### config.mk
export PLATFORM = sky130hd
export DESIGN_NAME = term_in_fifo
export DESIGN_NICKNAME = d
export VERILOG_FILES = /design/src/rtl/term_in_fifo_pkg.sv /design/src/rtl/term_fifo_ram.sv /design/src/rtl/term_in_fifo.sv
export SDC_FILE = /design/constraint.sdc
export NUM_CORES = 1
export LEC_CHECK = 0
export CAP_MARGIN = 0
export CORE_MARGIN = 4
export CORE_UTILIZATION = 60
export CTS_CLUSTER_SIZE = 24
export DETAILED_ROUTE_END_ITERATION = 6
export PLACE_DENSITY = 0.77
export SYNTH_ARGS = -nofsm -noshare
export SYNTH_HDL_FRONTEND = slang
export SYNTH_SLANG_ARGS = --single-unit
### constraint.sdc
create_clock -name clk -period 11.9 [get_ports clk]
set_input_delay 1.19 -clock clk [delete_from_list [all_inputs] [get_ports clk]]
set_output_delay 1.19 -clock clk [all_outputs]
set_load 0.02 [all_outputs]
### src/rtl/term_in_fifo_pkg.sv
// -----------------------------------------------------------------------------
// term_in_fifo_pkg
// Shared router definitions used by the terminal-input FIFO:
//   DST_MSB / DST_LSB : position of the destination field inside a packet
//   dst_t             : destination field type
//   n_terms()         : number of terminals on a ROWS x COLUMS mesh
//                       (one terminal per edge port: 2*ROWS + 2*COLUMS)
// -----------------------------------------------------------------------------
package term_in_fifo_pkg;

   localparam int DST_MSB = 39;
   localparam int DST_LSB = 32;

   typedef logic [DST_MSB-DST_LSB:0] dst_t;

   function automatic int n_terms(input int rows, input int cols);
      return 2 * rows + 2 * cols;
   endfunction

endpackage

### src/rtl/term_fifo_ram.sv
// -----------------------------------------------------------------------------
// term_fifo_ram
// DEPTH x PCK_SZ storage with one synchronous write port and one
// asynchronous read port. Asynchronous read is what lets the FIFO present
// its head entry in the same cycle the read pointer moves.
// Ports:
//   clk     : clock, writes on rising edge
//   we      : write enable
//   waddr   : write address
//   wdata   : write data
//   raddr   : read address
//   rdata   : read data (combinational from raddr)
// -----------------------------------------------------------------------------
module term_fifo_ram #(
   parameter int DEPTH  = 16,
   parameter int PCK_SZ = 40,
   parameter int AW     = $clog2(DEPTH)
) (
   input  logic              clk,
   input  logic              we,
   input  logic [AW-1:0]     waddr,
   input  logic [PCK_SZ-1:0] wdata,
   input  logic [AW-1:0]     raddr,
   output logic [PCK_SZ-1:0] rdata
);

   logic [PCK_SZ-1:0] mem [DEPTH];

   always_ff @(posedge clk) begin
      if (we) begin
         mem[waddr] <= wdata;
      end
   end

   assign rdata = mem[raddr];

endmodule

### src/rtl/term_in_fifo.sv
// -----------------------------------------------------------------------------
// term_in_fifo
// First-word-fall-through FIFO between a mesh terminal and its router.
// Ports:
//   clk           : clock, all state on rising edge
//   reset         : asynchronous active-low reset
//   push          : terminal writes data_in this cycle
//   data_in       : packet from terminal
//   popin         : router consumes the head packet
//   data_out_i_in : head packet (zero while empty)
//   pndng_i_in    : FIFO non-empty (from registered count only)
//   full          : count == DEPTH
//   count         : occupancy
//   overflow      : one-cycle pulse after a dropped push
//   drop_cnt      : saturating count of dropped pushes
//   err_pop       : one-cycle pulse after a popin while empty
// Build option:
//   TERM_IN_FIFO_DST_CHECK_EN : when defined, pushes whose destination field
//   is not a valid terminal index are dropped like an overflow.
// -----------------------------------------------------------------------------
module term_in_fifo
   import term_in_fifo_pkg::*;
#(
   parameter int ROWS   = 4,
   parameter int COLUMS = 4,
   parameter int PCK_SZ = 40,
   parameter int DEPTH  = 16
) (
   input  logic                       clk,
   input  logic                       reset,
   input  logic                       push,
   input  logic [PCK_SZ-1:0]          data_in,
   input  logic                       popin,
   output logic [PCK_SZ-1:0]          data_out_i_in,
   output logic                       pndng_i_in,
   output logic                       full,
   output logic [$clog2(DEPTH+1)-1:0] count,
   output logic                       overflow,
   output logic [15:0]                drop_cnt,
   output logic                       err_pop
);

   localparam int AW = (DEPTH > 1) ? $clog2(DEPTH) : 1;
   localparam int CW = $clog2(DEPTH+1);
   localparam logic [CW-1:0] DEPTH_C = CW'(DEPTH);

   logic [AW-1:0]     wr_ptr_reg;
   logic [AW-1:0]     rd_ptr_reg;
   logic [CW-1:0]     count_reg;
   logic              overflow_reg;
   logic              err_pop_reg;
   logic [15:0]       drop_cnt_reg;
   logic [PCK_SZ-1:0] ram_rdata;

   logic empty;
   logic is_full;
   logic dst_ok;
   logic do_push;
   logic do_pop;
   logic drop;

   assign empty   = (count_reg == '0);
   assign is_full = (count_reg == DEPTH_C);

`ifdef TERM_IN_FIFO_DST_CHECK_EN
   dst_t dst_field;
   assign dst_field = data_in[DST_MSB:DST_LSB];
   assign dst_ok    = (int'(dst_field) < n_terms(ROWS, COLUMS));
`else
   assign dst_ok    = 1'b1;
`endif

   // A pop from a full FIFO frees the slot the simultaneous push needs.
   assign do_pop  = popin & ~empty;
   assign do_push = push & dst_ok & (~is_full | do_pop);
   assign drop    = push & ~do_push;

   always_ff @(posedge clk or negedge reset) begin
      if (!reset) begin
         wr_ptr_reg   <= '0;
         rd_ptr_reg   <= '0;
         count_reg    <= '0;
         overflow_reg <= 1'b0;
         err_pop_reg  <= 1'b0;
         drop_cnt_reg <= '0;
      end else begin
         if (do_push) begin
            wr_ptr_reg <= wr_ptr_reg + AW'(1);
         end
         if (do_pop) begin
            rd_ptr_reg <= rd_ptr_reg + AW'(1);
         end
         count_reg    <= count_reg + CW'(do_push) - CW'(do_pop);
         overflow_reg <= drop;
         err_pop_reg  <= popin & empty;
         if (drop && (drop_cnt_reg != 16'hFFFF)) begin
            drop_cnt_reg <= drop_cnt_reg + 16'd1;
         end
      end
   end

   term_fifo_ram #(
      .DEPTH  (DEPTH),
      .PCK_SZ (PCK_SZ),
      .AW     (AW)
   ) u_ram (
      .clk   (clk),
      .we    (do_push),
      .waddr (wr_ptr_reg),
      .wdata (data_in),
      .raddr (rd_ptr_reg),
      .rdata (ram_rdata)
   );

   // Gate the head with the registered non-empty flag so the output is zero
   // during and after reset instead of showing stale RAM contents.
   assign pndng_i_in    = ~empty;
   assign data_out_i_in = empty ? '0 : ram_rdata;
   assign full          = is_full;
   assign count         = count_reg;
   assign overflow      = overflow_reg;
   assign err_pop       = err_pop_reg;
   assign drop_cnt      = drop_cnt_reg;

endmodule
==> metrics.md <==
| Metric | Value |
|---|---|
| Die X-Extent | `216 um` |
| Min Tclk post-route | `5440 ps` |
| Worst-skew pair later-pin latency | `570 ps` |
| Clock transition at path regs | `60 ps` |
| Detailed Routing Iterations Pass 1 | `5` |
| CTS tree | `built` |
| Global Route met1 Usage | `33.3%` |
| First-pass GRT wire length | `81800 um` |
| Gpl congestion | `0.728` |
| Total die area | `46500 sq um` |
| Number of antenna violations at the first check in global routing | `3` |
| Setup Viol. Count Final | `0` |
| GRT Overall Usage | `23.7%` |
| Post-Syn Area per Cell | `22.7 sq um` |
| Buffer count from post-CTS setup fixing | `0` |
| LEAKAGE | `9.75 nW` |
| Port Buffers | `108` |
| Max Fclk | `0.184 GHz` |
| Crit-path max cell delay | `1140 ps` |
| Number of nets in the layout | `1337` |
| CP endpoint kind | `output pin` |
| Post-Syn Instances | `1137` |
| Share of cells above drive strength 1 | `23.3%` |
| Pwr/cell area | `244 nW/um^2` |
| Finished Layout Cells | `1910` |
| Max Fanout on Critical Path | `67` |
| Cts repair resizes | `0` |
| Worst setup SP type | `flop` |
| Worst-Margin Slew | `1130 ps` |
| Root Buffer | `clkbuf_16` |
| DRC Markers | `0` |
| Syn nets | `1193` |
| Setup ws final | `6460 ps` |
| Via/cell ratio | `6.37` |
| Commonest non-fill, non-tap cell in the layout | `edfxtp_1` |
| Most Crowded Layer GR | `met2` |
| Die height | `216 um` |
| Cell variety after synth | `42` |
| DR vias | `12200` |
| Met2 Use GR | `38.9%` |
| Clock buffer depth | `3` |
| Worst slack, placed | `7020 ps` |
| RSZ-0062 raised after global routing | `no` |
| Max_cap viols | `0` |
| Num Clock Sinks | `671` |
| Final Slew Violations | `0` |
| Most frequent cells in the layout | `edfxtp_1, mux4_2, clkdlybuf4s50_1` |
| FFs w/ async S/R, synth | `4.62%` |
| TritonCTS buffer count | `67` |
| Top_reg_cell synth | `edfxtp_1` |
| Area grow syn2layout | `15.2%` |
| Core Util, Final | `70.4%` |
| WP data required | `10710 ps` |
| Yosys warns | `0` |
| Buffers & Inverters on Critical Path | `2` |
| Placed Cells | `1789` |
| Total gr overflow | `0` |
| Synth Register Bits | `671` |
| Post-DRT Antenna Nets | `0` |
| Status | `finished, final reports clean` |
| Final Skew | `24.3 ps` |
| Initial DRC count | `1364` |
| Worst hold path class | `reg2reg` |
| Final hold violations | `0` |
| Setup tns final | `0 ps` |
| Core area | `42300 sq um` |
| Mapped Area | `25900 sq um` |
| Post-synth EDFFs | `640` |
| H-tree Lvls | `3` |
| WL/cell | `28.3 um` |
| CP max-delay cell | `dfrtp_4` |
| Cts hold-fix bufs | `0` |
| Data arrival time of the worst path | `4250 ps` |
| Cell row count | `75` |
| Pin count of the biggest net entering global routing | `121` |
| Worst VDD drop | `0.178 mV` |
| Number of global-route vias before repair | `12700` |
| Cell family with most CP delay | `buffers and inverters` |
| Max reg flops | `640` |
| Post-Route WL | `54100 um` |
| CP Cell Sequence | `buf_4, mux4_2, mux2i_1, o22ai_1, clkdlybuf4s50_1` |
| Grt met3 use | `4.57%` |
| Period Utilization, post-route | `45.7%` |
| Slew HR | `24.6%` |
| IO Pins | `109` |
| Initial core utilization | `61.1%` |
| Final HPWL DP | `26200 um` |
| Post-synthesis sequential area ratio | `77.3%` |
| WS Path Type | `reg2out` |
## cells in the mapped netlist, types with 3 or more instances
| cell | n | area (sq um) |
|---|---|---|
| buf_1 | 7 | 26.3 |
| buf_6 | 3 | 33.8 |
| nor2_1 | 18 | 67.6 |
| mux2i_1 | 80 | 801 |
| buf_4 | 5 | 37.5 |
| nand2b_1 | 4 | 25.0 |
| edfxtp_1 | 640 | 19200 |
| buf_2 | 33 | 165 |
| nor3_1 | 9 | 45.0 |
| mux4_2 | 160 | 3600 |
| xor2_1 | 17 | 149 |
| ha_1 | 11 | 138 |
| inv_1 | 8 | 30.0 |
| xnor2_1 | 8 | 70.1 |
| nor4_1 | 6 | 37.5 |
| dfrtp_1 | 31 | 776 |
| o22ai_1 | 40 | 250 |
| nand3_1 | 7 | 35.0 |
| nand2_1 | 15 | 56.3 |
| nor4b_1 | 3 | 26.3 |
| clkbuf_1 | 8 | 30.0 |
## cell families (layout without fill, tap and decap cells)
family	after synthesis	count (layout)	share of synthesized area, %
simple gates	77	77	1.73
fa+ha+maj	12	12	0.610
xor+xnor	25	25	0.847
compound gates	45	45	1.10
other cells	0	2	0
buf+inv	65	259	1.26
flops	671	671	77.3
mux	242	242	17.1
## cell type report
type | count | area [sq um]
flip-flops and latches | 671 | 20000
fillers | 2479 | 12500
multi-input cells | 401 | 5650
clock buffers | 83 | 1820
repair buffers | 131 | 1270
well taps | 577 | 722
clock inverters | 36 | 283
inverters | 9 | 33.8
diodes | 2 | 5.00
## where the power goes
group | leakage, nW | switching [W] | internal (W) | total [W]
Clock | 1.03 | 0.000849 | 0.00117 | 0.00202
Combinational | 2.54 | 0.00115 | 0.00105 | 0.00221
Sequential | 6.18 | 0.000185 | 0.00285 | 0.00303
Total | 9.75 | 0.00219 | 0.00507 | 0.00726
## metal layers
metal,vias up,routed length [um]
met2,584,27600
li1,5078,-
met4,4,1040
met5,-,24
met3,82,4150
met1,6413,21300
## final timing paths
kind / depth (start not counted) / slack [ps] / startpoint / to
worst max-delay path: 5 / 6460 / rd_ptr_reg[3] / data_out_i_in[37]
worst min-delay path: 1 / 520 / drop_cnt[8] / drop_cnt[8]
worst max register to register: 7 / 8270 / count[2] / u_ram.mem[0][24]
worst min register to register: 1 / 520 / drop_cnt[8] / drop_cnt[8]
max in group asynchronous: 2 / 10570 / reset / rd_ptr_reg[1]
min in group asynchronous: 2 / 1000 / reset / drop_cnt[8]
## stage by stage
stage	hold slack (ps)	total power, W	area, sq um
3_5_place_dp	514	0.00529	27700
2_1_floorplan	574	0.00451	25900
6_report	517	0.00726	29800
4_1_cts	524	0.00732	29800
5_1_grt	543	0.00757	29800
3_3_place_gp	512	0.00525	27700
No activity file was read; power rests on OpenSTA's default activity.
